File: config.mk
export PLATFORM = sky130hd
export DESIGN_NAME = qa_out_fifo
export DESIGN_NICKNAME = d
export VERILOG_FILES = /design/src/rtl/qa_out_fifo.sv
export SDC_FILE = /design/constraint.sdc
export NUM_CORES = 1
export LEC_CHECK = 0
export ABC_CLOCK_PERIOD_IN_PS = 4670
export CORE_MARGIN = 3
export CORE_UTILIZATION = 30
export CTS_CLUSTER_SIZE = 25
export DETAILED_ROUTE_END_ITERATION = 8
export GPL_ROUTABILITY_DRIVEN = 0
export HOLD_SLACK_MARGIN = 0.06
export PLACE_DENSITY = 0.47
export SYNTH_ARGS = -nofsm -noshare
export SYNTH_HDL_FRONTEND = slang
export SYNTH_SLANG_ARGS = --single-unit
File: constraint.sdc
create_clock -name clk -period 4.67 [get_ports clk]
set_input_delay 0.934 -clock clk [delete_from_list [all_inputs] [get_ports clk]]
set_output_delay 0.934 -clock clk [all_outputs]
set_load 0.1 [all_outputs]
File: src/rtl/qa_out_fifo.sv
// rtl/qa_out_fifo.sv - show-ahead output buffer behind qa_wrapper with a sticky overflow flag
module qa_out_fifo #(
  parameter int WIDTH      = 32,
  parameter int DEPTH_LOG2 = 4
) (
  input  logic                  clk,
  input  logic                  reset,
  input  logic [WIDTH-1:0]      in_data,
  input  logic                  in_nd,
  output logic [WIDTH-1:0]      out_data,
  output logic                  out_valid,
  input  logic                  out_ready,
  output logic [DEPTH_LOG2:0]   count,
  output logic                  full,
  output logic                  overflow
);

  localparam int DEPTH = 1 << DEPTH_LOG2;
  localparam logic [DEPTH_LOG2:0] COUNT_FULL = {1'b1, {DEPTH_LOG2{1'b0}}};

  logic [WIDTH-1:0]      mem [DEPTH];
  logic [DEPTH_LOG2-1:0] wp;
  logic [DEPTH_LOG2-1:0] rp;
  logic [DEPTH_LOG2:0]   count_q;
  logic                  overflow_q;
  logic                  push;
  logic                  pop;
  logic                  drop;

  // Status flags come only from registered occupancy, never from the strobes.
  assign out_valid = (count_q != '0);
  assign full      = (count_q == COUNT_FULL);
  assign count     = count_q;
  assign overflow  = overflow_q;

  // A full buffer still accepts a sample when the head leaves in the same cycle.
  assign pop  = out_valid & out_ready;
  assign push = in_nd & (~full | pop);
  assign drop = in_nd & full & ~pop;

  assign out_data = mem[rp];

  always_ff @(posedge clk) begin
    if (push) begin
      mem[wp] <= in_data;
    end
  end

  always_ff @(posedge clk or negedge reset) begin
    if (!reset) begin
      wp <= '0;
      rp <= '0;
    end else begin
      if (push) begin
        wp <= wp + 1'b1;
      end
      if (pop) begin
        rp <= rp + 1'b1;
      end
    end
  end

  always_ff @(posedge clk or negedge reset) begin
    if (!reset) begin
      count_q <= '0;
    end else begin
      case ({push, pop})
        2'b10:   count_q <= count_q + 1'b1;
        2'b01:   count_q <= count_q - 1'b1;
        default: count_q <= count_q;
      endcase
    end
  end

  always_ff @(posedge clk or negedge reset) begin
    if (!reset) begin
      overflow_q <= 1'b0;
    end else if (drop) begin
      overflow_q <= 1'b1;
    end
  end

endmodule
# Yosys cells after proc, flatten, opt, wreduce, memory -nomap -nowiden

Memory sizes are Yosys's and may differ from the RTL's.
Index checks and enable logic that the tools add are counted.

Bits in writable memories: 512
Output and inout bits: 40
Input bits: 36
Bits in registers: 14
Memories kept: 1

Memories:

| memory | words | bits a word | read ports | clocked after Yosys merged registers in | wr ports | line | RTL |
|---|---|---|---|---|---|---|---|
| mem    | 16    | 32          | 1          | 0                                       | 1        | 21   | `logic [WIDTH-1:0] mem [DEPTH];` |

Reductions and logical operators: 2
Muxes and demuxes: 3
Eq/ne operators: 3
Bitwise operators: 7
Add/subtract/negate cells: 4

Operators by type and width:

| operator              | count |
|---|---|
| $pmux W5 S2           | 1 |
| $add A4 B1 Y4 const B | 2 |
| $add A5 B1 Y5 const B | 1 |
| $eq A5 B5 Y1 const B  | 1 |
| $reduce_bool A5 Y1    | 1 |
| $sub A5 B1 Y5 const B | 1 |
| $and A1 B1 Y1         | 4 |
| $eq A2 B1 Y1 const B  | 1 |
| $eq A2 B2 Y1 const B  | 1 |
| $mux W1               | 2 |
| $not A1 Y1            | 2 |
| $reduce_bool A2 Y1    | 1 |
| $or A1 B1 Y1          | 1 |

# Depth between registers and ports, before layout

Gate-level depths: netlist of run 1.

Depth in word-level cells: 6
Depth in mapped cells: 9
Gate-level depth less buffers: 9

# Least setup slack after synthesis of run 1

No wires, ideal clock.

Kind: input -> register
From: in out_ready
To: mem mem[3][0], enable pin
Arrival: 3855 ps
Path buffers: 1
Required time: 4209 ps
Path slack: 354 ps
Cell stages on the path: 4
Cell sequence: clkbuf_1 > nand3b_1 > nand3_1 > nor3_1

Word-level cells in the longest chain between the ends: 5

Ends and longest elaborated chain:

| element                       | line | RTL |
|---|---|---|
| start: declaration            | 12   | `input logic out_ready,` |
| $and A1 B1 Y1                 | 37   | `assign pop = out_valid & out_ready;` |
| $or A1 B1 Y1                  | 38   | `assign push = in_nd & (~full \| pop);` |
| $and A1 B1 Y1                 | 38   |  |
| $mux W1                       | 44   | `if (push) begin` |
| $mux W1 (implied by the code) | 45   | `mem[wp] <= in_data;` |
| end: declaration              | 21   |  |

Every way passes these cells.

# Worst setup path in the final report of run 1

From: reg rp[0]
To: out out_data[10]

Word-level cells in the longest chain between the ends: 1

Ends and longest elaborated chain:

| element                  | line | RTL |
|---|---|---|
| start: declaration       | 23   | `logic [DEPTH_LOG2-1:0] rp;` |
| start signal: assignment | 58   | `rp <= rp + 1'b1;` |
| $mem_v2 Z16 W32          | --   |  |
| end: declaration         | 10   | `output logic [WIDTH-1:0] out_data,` |

Every way passes these cells.

==> results of run 1 <==
[final timing paths]
path,from,to,slack (ns),cells after the start
max in group asynchronous,reset,rp[1]$_DFFE_PN0N_,3.42,1
worst max-delay path,rp[0]$_DFFE_PN0N_,out_data[10],0.65,6
min in group asynchronous,reset,count[0]$_DFFE_PN0P_,0.73,1
worst min-delay path,overflow$_DFFE_PN0P_,overflow$_DFFE_PN0P_,0.50,1
worst min register to register,overflow$_DFFE_PN0P_,overflow$_DFFE_PN0P_,0.50,1
worst max register to register,count[1]$_DFFE_PN0P_,count[4]$_DFFE_PN0P_,2.07,9
[layout by cell type, fill, tap and decap left out, drive strengths merged, types with 3 or more instances in the layout]
| cell | Yosys | layout |
|---|---|---|
| clkbuf | 23 | 64 |
| buf | 25 | 76 |
| nor2 | 17 | 17 |
| xnor2 | 8 | 8 |
| clkdlybuf4s50 | 0 | 43 |
| ha | 8 | 8 |
| nand2b | 6 | 6 |
| bufinv | 0 | 9 |
| mux4 | 128 | 128 |
| clkinv | 0 | 26 |
| edfxtp | 512 | 512 |
| nor3 | 4 | 4 |
| inv | 6 | 8 |
| dfrtp | 14 | 14 |
| nand2 | 35 | 35 |
| nand3 | 10 | 10 |
| mux2 | 3 | 3 |
| a21oi | 3 | 3 |
| a22oi | 64 | 64 |
[final cells by class]
type	instances	area share, %
well taps	864	4.49
diodes	1	0.0104
multi-input cells	308	17.5
flip-flops and latches	526	65.3
repair buffers	119	4.57
clock inverters	39	2.02
clock buffers	64	5.94
inverters	6	0.0935
[metal layers]
metal	global-route usage, %	share of wire (%)	up-vias
li1	-	-	4023
met4	3.11	1.7	2
met5	0	0.027	-
met1	20.0	45	4990
met3	3.05	4.9	64
met2	23.2	48	222
[power by group through the flow]
stage / Clock [mW] / Sequential (mW) / Combinational, mW
after CTS: 4.74 / 6.01 / 6.90
after floorplan: 0 / 6.12 / 4.84
after detailed placement: 0 / 6.11 / 6.88
final: 4.61 / 6.00 / 6.71
after global placement: 0 / 6.09 / 6.88
after global routing: 4.96 / 6.06 / 7.11
[state kept, by name (all words and copies together) (netlist names)]
signal    cells
rp            4
overflow      1
count         5
mem         512
wp            4
[synth_stat cells, types with 3 or more instances]
library cell | count | area [sq um]
xnor2_1 | 8 | 70.1
edfxtp_1 | 512 | 15400
buf_2 | 5 | 25.0
mux2_2 | 3 | 33.8
inv_1 | 6 | 22.5
buf_4 | 6 | 45.0
buf_6 | 5 | 56.3
ha_1 | 8 | 100
nand3_1 | 10 | 50.1
mux4_2 | 128 | 2880
nand2_1 | 35 | 131
clkbuf_1 | 23 | 86.3
nor3_1 | 4 | 20.0
nand2b_1 | 6 | 37.5
dfrtp_1 | 14 | 350
a22oi_1 | 64 | 480
a21oi_1 | 3 | 15.0
nor2_1 | 17 | 63.8
buf_1 | 9 | 33.8
[metrics by stage]
step | power, mW | util, % | hold slack, ns | cells
after floorplan | 11.0 | - | 0.490 | 888
after global placement | 13.0 | 33.6 | 0.496 | 1823
after detailed placement | 13.0 | 33.6 | 0.479 | 1823
after CTS | 17.6 | 36.5 | 0.508 | 1926
after global routing | 18.1 | 36.5 | 0.550 | 1926
final | 17.3 | 36.5 | 0.502 | 1927
[cell families (layout without fill, tap and decap cells)]
family / after synthesis / in the layout / synth area share, %
XOR/XNOR: 9 / 9 / 0.393
AND/OR/NAND/NOR: 80 / 80 / 1.84
AO/OA/AOI/OAI: 77 / 77 / 2.89
buffers and inverters: 54 / 228 / 1.34
other: 0 / 1 / 0
multiplexers: 133 / 133 / 14.6
adder cells (fa/ha/maj): 9 / 9 / 0.598
flip-flops: 526 / 526 / 78.3
==> results.ini, run 1 <==
[clock_network]
h-tree-depth = 2
clkSinkCount = 526
postCtsResizedCells = 0
clock_tree.buffer_depth = 3
hold_buffers = 0
post-cts-setup-buffer-count = 0
cts_tree = yes
cts_inserted_buffers = 56
cts.reportedPaths.clkPinSlew_ns = 0.06
clock_latency_ns = 0.62
root_buffer = clkbuf_16

[grt]
grt_pass1_wl_microns = 73400
grt_pass1_vias = 10400
antenna_found_initial = 2
grt_max_degree = 37
gr-total-overflow = 0
track_usage_pct = 14.3

[timing]
setup_violations = 0
fin_ws_ns = 0.654
fin_tns_setup_ns = 0
final_max_slew_viol_count = 0
rsz0062_at_grt = no
finClkSkew_ns = 0.0230
slew_headroom_pct = 31.1
clock.fmax_mhz = 249
timing.final.crit_share_pct = 86.0
hold_viol = 0
worst_pin_slew_ns = 1.03
layout_min_cycle_time_ns = 4.02

[floorplan]
rows = 94
die_h_microns = 265
coreArea_sq_um = 66000
io-pin-count = 76
die_area_sq_um = 70100
dieWidth_microns = 265
start_util_pct = 30.4

[place]
hpwl_microns = 29100
port_buffers = 75
dpl_worst_slack_ns = 1.02
placed_area_sq_um = 22200

[pwr]
p_leak_nw = 7.66
power_frac_clock_pct = 26.6
pwr-share-seq_pct = 34.6
ir_drop_v = 0.000562
powerDensity_nw_per_um2 = 719
combPwrFrac_pct = 38.7
switching_share_pct = 39.3
p_int_mw = 10.5
p_sw_mw = 6.81

[job]
maxCapViolCount = 0

[min_path]
hold_path.class = flip-flop to flip-flop

[worst_setup_path]
cpPeakStageDelay_ns = 0.67
critical_path_class = flip-flop to primary output
critPathMaxFanout = 16
crit_buf_inv = 3
path_cells = buf_4 -> buf_4 -> mux4_2 -> a22oi_1 -> nand2_1 -> buf_4
critPathSlowestCell = dfrtp_4
cp_top_family = buffers and inverters
crit_top_cell = buf_4
crit_arrival_ns = 3.08
end_kind = primary output
worstPathRequired_ns = 3.74
start_kind = flip-flop

[cells_and_area]
fin_area_sq_um = 24100
fin_nets = 1062
num-fill-cells = 6001
area_growth_pct = 19.9
drive_above_1_share_pct = 29.8
register_area_sq_um = 15700
multi_input_area_sq_um = 4220

[logic_synthesis]
netlist_area_sq_um = 20100
synth-seq-cells = 526
synth_edf_count = 512
yosys_warnings = 0
synthArstFlopShare_pct = 2.66
ys.flop_type = edfxtp_1
synth.distinct_cells = 36
syn-num-nets = 933
syn_area_per_cell_sq_um = 22.6
ys_seq_area_share_pct = 78.3
syn_inst = 888

[detailed_routing]
drc_errors = 0
first_pass_iters = 5
first_iter_violations = 792
routed_wl_microns = 49000
vias_per_cell = 4.83
routed-via-count = 9301
drtAntennaViolNets = 0
wl_per_cell_microns = 25.5

[run_status]
status = completed

Power figures use the tool's default switching activity.
==> run 2: changes to the inputs <==
- PLACE_DENSITY: 0.47 -> unset
==> results.ini, run 2 (synthesis results as in run 1) <==
[floorplan]
die_h_microns = 265
coreArea_sq_um = 66000
rows = 94
start_util_pct = 30.4
die_area_sq_um = 70100
dieWidth_microns = 265
io-pin-count = 76

[clock_network]
hold_buffers = 0
root_buffer = clkbuf_16
cts_inserted_buffers = 53
clock_tree.buffer_depth = 3
clock_latency_ns = 0.60
h-tree-depth = 2
cts_tree = yes
clkSinkCount = 526
post-cts-setup-buffer-count = 0
postCtsResizedCells = 0
cts.reportedPaths.clkPinSlew_ns = 0.06

[cells_and_area]
largest_reg_flops = 512
mostFrequentLayoutCells = 512 x edfxtp_1, 128 x mux4_2, 64 x a22oi_1
fin_nets = 1044
instances_no_fill = 1901
fin_area_sq_um = 23700
antenna_cells = 0
regMostFlops = mem
final_common_cell = edfxtp_1
drive_above_1_share_pct = 27.0
area_growth_pct = 18.0

[pwr]
ir_drop_v = 0.000543
powerDensity_nw_per_um2 = 698
p_leak_nw = 7.43

[detailed_routing]
routed-via-count = 9317
routed_wl_microns = 44300
vias_per_cell = 4.90
drtAntennaViolNets = 0
first_iter_violations = 839
drc_errors = 0
first_pass_iters = 5
wl_per_cell_microns = 23.3

[timing]
final_max_slew_viol_count = 0
fin_hold_ws_ns = 0.483
finClkSkew_ns = 0.0139
fin_ws_ns = 0.715
slew_headroom_pct = 32.0
layout_min_cycle_time_ns = 3.95
clock.fmax_mhz = 253
hold_viol = 0
rsz0062_at_grt = no
fin_tns_setup_ns = 0
worst_pin_slew_ns = 1.02
timing.final.crit_share_pct = 84.7
setup_violations = 0

[grt]
grt_pass1_wl_microns = 66300
gr-total-overflow = 0
track_usage_pct = 12.8
antenna_found_initial = 0
grt_pass1_vias = 10000
grt_max_degree = 51

[worst_setup_path]
critical_path_class = flip-flop to primary output
start_kind = flip-flop
critPathMaxFanout = 47
crit_start = rp[0]$_DFFE_PN0N_
crit_arrival_ns = 3.02
r2r-start = count[1]$_DFFE_PN0P_
worstPathRequired_ns = 3.74
end_kind = primary output

[place]
hpwl_microns = 25600
placed_area_sq_um = 22100
port_buffers = 75
dpl_worst_slack_ns = 1.12
dp.cells = 1808

[min_path]
min_from = overflow$_DFFE_PN0P_
hold_path.class = flip-flop to flip-flop

[job]
maxCapViolCount = 0

[run_status]
status = completed

[run 2: changes by cell type in the layout (fill, tap and decap cells not counted), moves of 3 or more]
cell       before  now
buf_4          68   51
clkbuf_1        8   17
clkinv_2       12    3
bufinv_16       9    4
clkbuf_16      56   53
[run 2: power by group]
group / switching, mW / internal [mW] / leakage [nW]
Sequential: 0.297 / 5.71 / 4.79
Combinational: 4.53 / 2.02 / 1.86
Clock: 1.68 / 2.31 / 0.783
[run 2: final timing paths]
kind / end / slack [ns] / cells after the start
min reg2reg: overflow$_DFFE_PN0P_ / 0.48 / 1
min in group asynchronous: rp[3]$_DFFE_PN0N_ / 0.80 / 1
max: out_data[16] / 0.72 / 5
max reg2reg: count[4]$_DFFE_PN0P_ / 2.08 / 9
max in group asynchronous: rp[1]$_DFFE_PN0N_ / 3.31 / 1
min: overflow$_DFFE_PN0P_ / 0.48 / 1
[run 2: worst max-delay path, stage by stage, from the launching register on]
cell	delay (ns)
dfrtp_4	0.65
buf_12	0.39
mux4_2	0.55
a22oi_1	0.35
nand2_1	0.16
buf_4	0.26
[run 2: final cells by class]
type / count / area [sq um]
Tap cell: 864 / 1080
Inverter: 6 / 22.5
Timing Repair Buffer: 104 / 1010
Sequential cell: 526 / 15700
Fill cell: 5955 / 42300
Multi-Input combinational cell: 308 / 4220
Clock inverter: 23 / 230
Clock buffer: 70 / 1390
[run 2: metal layers]
metal	routed length [microns]	up-vias	track usage (%)
met4	961	0	3.64
li1	-	3984	-
met3	2500	66	2.86
met2	21600	268	21.0
met1	19200	4999	17.1
met5	0	-	0
[run 2: through the flow]
step | utilization [%] | total power [mW]
finish | 35.9 | 16.5
global route | 35.9 | 17.3
CTS | 35.9 | 16.8
detailed placement | 33.4 | 12.8
global placement | 33.4 | 12.7
floorplan | - | 11.0
==> run 3: changes to the inputs <==
- ABC_CLOCK_PERIOD_IN_PS: 4670 -> 3700
- clock period: 4.67 -> 3.7 ns (I/O delays scaled with it)
==> results.ini, run 3 (synthesis results as in run 1) <==
[clock_network]
h-tree-depth = 2
cts_tree = yes
hold_buffers = 0
clock_tree.buffer_depth = 3
clock_latency_ns = 0.58
postCtsResizedCells = 0
cts.reportedPaths.clkPinSlew_ns = 0.06
root_buffer = clkbuf_16
clkSinkCount = 526
cts_inserted_buffers = 50
post-cts-setup-buffer-count = 0

[timing]
fin_hold_ws_ns = 0.489
timing.final.crit_share_pct = 96.0
clock.fmax_mhz = 281
layout_min_cycle_time_ns = 3.55
fin_tns_setup_ns = 0
setup_violations = 0
worst_pin_slew_ns = 0.895
rsz0062_at_grt = no
slew_headroom_pct = 40.3
final_max_slew_viol_count = 0
hold_viol = 0
finClkSkew_ns = 0.0299

[cells_and_area]
final_common_cell = edfxtp_1
area_growth_pct = 20.2
fin_nets = 1052
fin_area_sq_um = 24100
multi_input_area_sq_um = 4250
antenna_cells = 0
register_area_sq_um = 15700
regMostFlops = mem
drive_above_1_share_pct = 29.3
largest_reg_flops = 512
mostFrequentLayoutCells = 512 x edfxtp_1, 128 x mux4_2, 64 x a22oi_1
instances_no_fill = 1909
num-fill-cells = 5952

[floorplan]
dieWidth_microns = 265
die_h_microns = 265
rows = 94
io-pin-count = 76
start_util_pct = 30.4
die_area_sq_um = 70100
coreArea_sq_um = 66000

[worst_setup_path]
cpPeakStageDelay_ns = 0.67
critPathMaxFanout = 23
path_cells = buf_4 -> mux4_2 -> a22oi_1 -> nand2_1 -> buf_12
cp_top_family = flip-flops
crit_start = rp[1]$_DFFE_PN0N_
r2r-end = count[3]$_DFFE_PN0P_
r2r_slack_ns = 1.15
end_kind = primary output
r2r-start = count[1]$_DFFE_PN0P_
worstPathRequired_ns = 2.96
crit_buf_inv = 2
start_kind = flip-flop
crit_arrival_ns = 2.81
critical_path_class = flip-flop to primary output
reg2reg_depth = 9
critPathSlowestCell = dfrtp_4

[place]
port_buffers = 75
placed_area_sq_um = 22500
hpwl_microns = 24900
dp.cells = 1819

[detailed_routing]
routed_wl_microns = 43200
first_iter_violations = 797
drc_errors = 0
routed-via-count = 9268
vias_per_cell = 4.85
drtAntennaViolNets = 0
first_pass_iters = 5
wl_per_cell_microns = 22.6

[min_path]
hold_path_depth = 1
hold_path.class = flip-flop to flip-flop
hold_end = overflow$_DFFE_PN0P_
min_from = overflow$_DFFE_PN0P_

[pwr]
ir_drop_v = 0.000518
p_leak_nw = 7.65
powerDensity_nw_per_um2 = 905
power.total_mw = 21.8

[run_status]
status = completed

[grt]
grt_max_degree = 37
gr-total-overflow = 0
grt_pass1_wl_microns = 65200
antenna_found_initial = 0
grt_pass1_vias = 9949
track_usage_pct = 12.5

[job]
maxCapViolCount = 0

## run 3: worst max path at each step
| stage | end | slack [ns] | cells after the start |
|---|---|---|---|
| 6_report | out_data[27] | 0.15 | 5 |
| 5_1_grt | out_data[14] | 0.04 | 4 |
| 4_1_cts | out_data[14] | 0.11 | 4 |
| 3_5_place_dp | mem[2][16]$_DFFE_PP_ | 0.52 | 5 |
| 3_3_place_gp | mem[2][17]$_DFFE_PP_ | 0.61 | 5 |
| 2_1_floorplan | count[4]$_DFFE_PN0P_ | 0.23 | 9 |
## run 3: where the power goes
group          total, mW  internal (mW)  leakage [nW]  switching [mW]
sequential          7.53           7.20          4.79           0.326
clock               5.15           3.01         0.814            2.13
combinational       9.17           3.26          2.04            5.91
total               21.8           13.5          7.65            8.37
## run 3: layer usage
metal  routed length [microns]  share of wire, %  track usage (%)
met2                     21300                49             20.6
met4                      1070               2.5             3.70
met5                         0                 0                0
met1                     18700                43             16.8
met3                      2110               4.9             2.39
## run 3: area by class of cell
cell class | count | area share [%]
Clock buffer | 58 | 5.40
Clock inverter | 32 | 1.48
Inverter | 6 | 0.0933
Multi-Input combinational cell | 308 | 17.6
Sequential cell | 526 | 65.2
Tap cell | 864 | 4.48
Timing Repair Buffer | 115 | 5.80
## run 3: stage by stage
step | worst slack, ns | utilization (%)
after floorplan | 0.232 | -
after global placement | 0.611 | 34.1
after detailed placement | 0.522 | 34.1
after CTS | 0.114 | 36.6
after global routing | 0.0383 | 36.6
final | 0.147 | 36.6
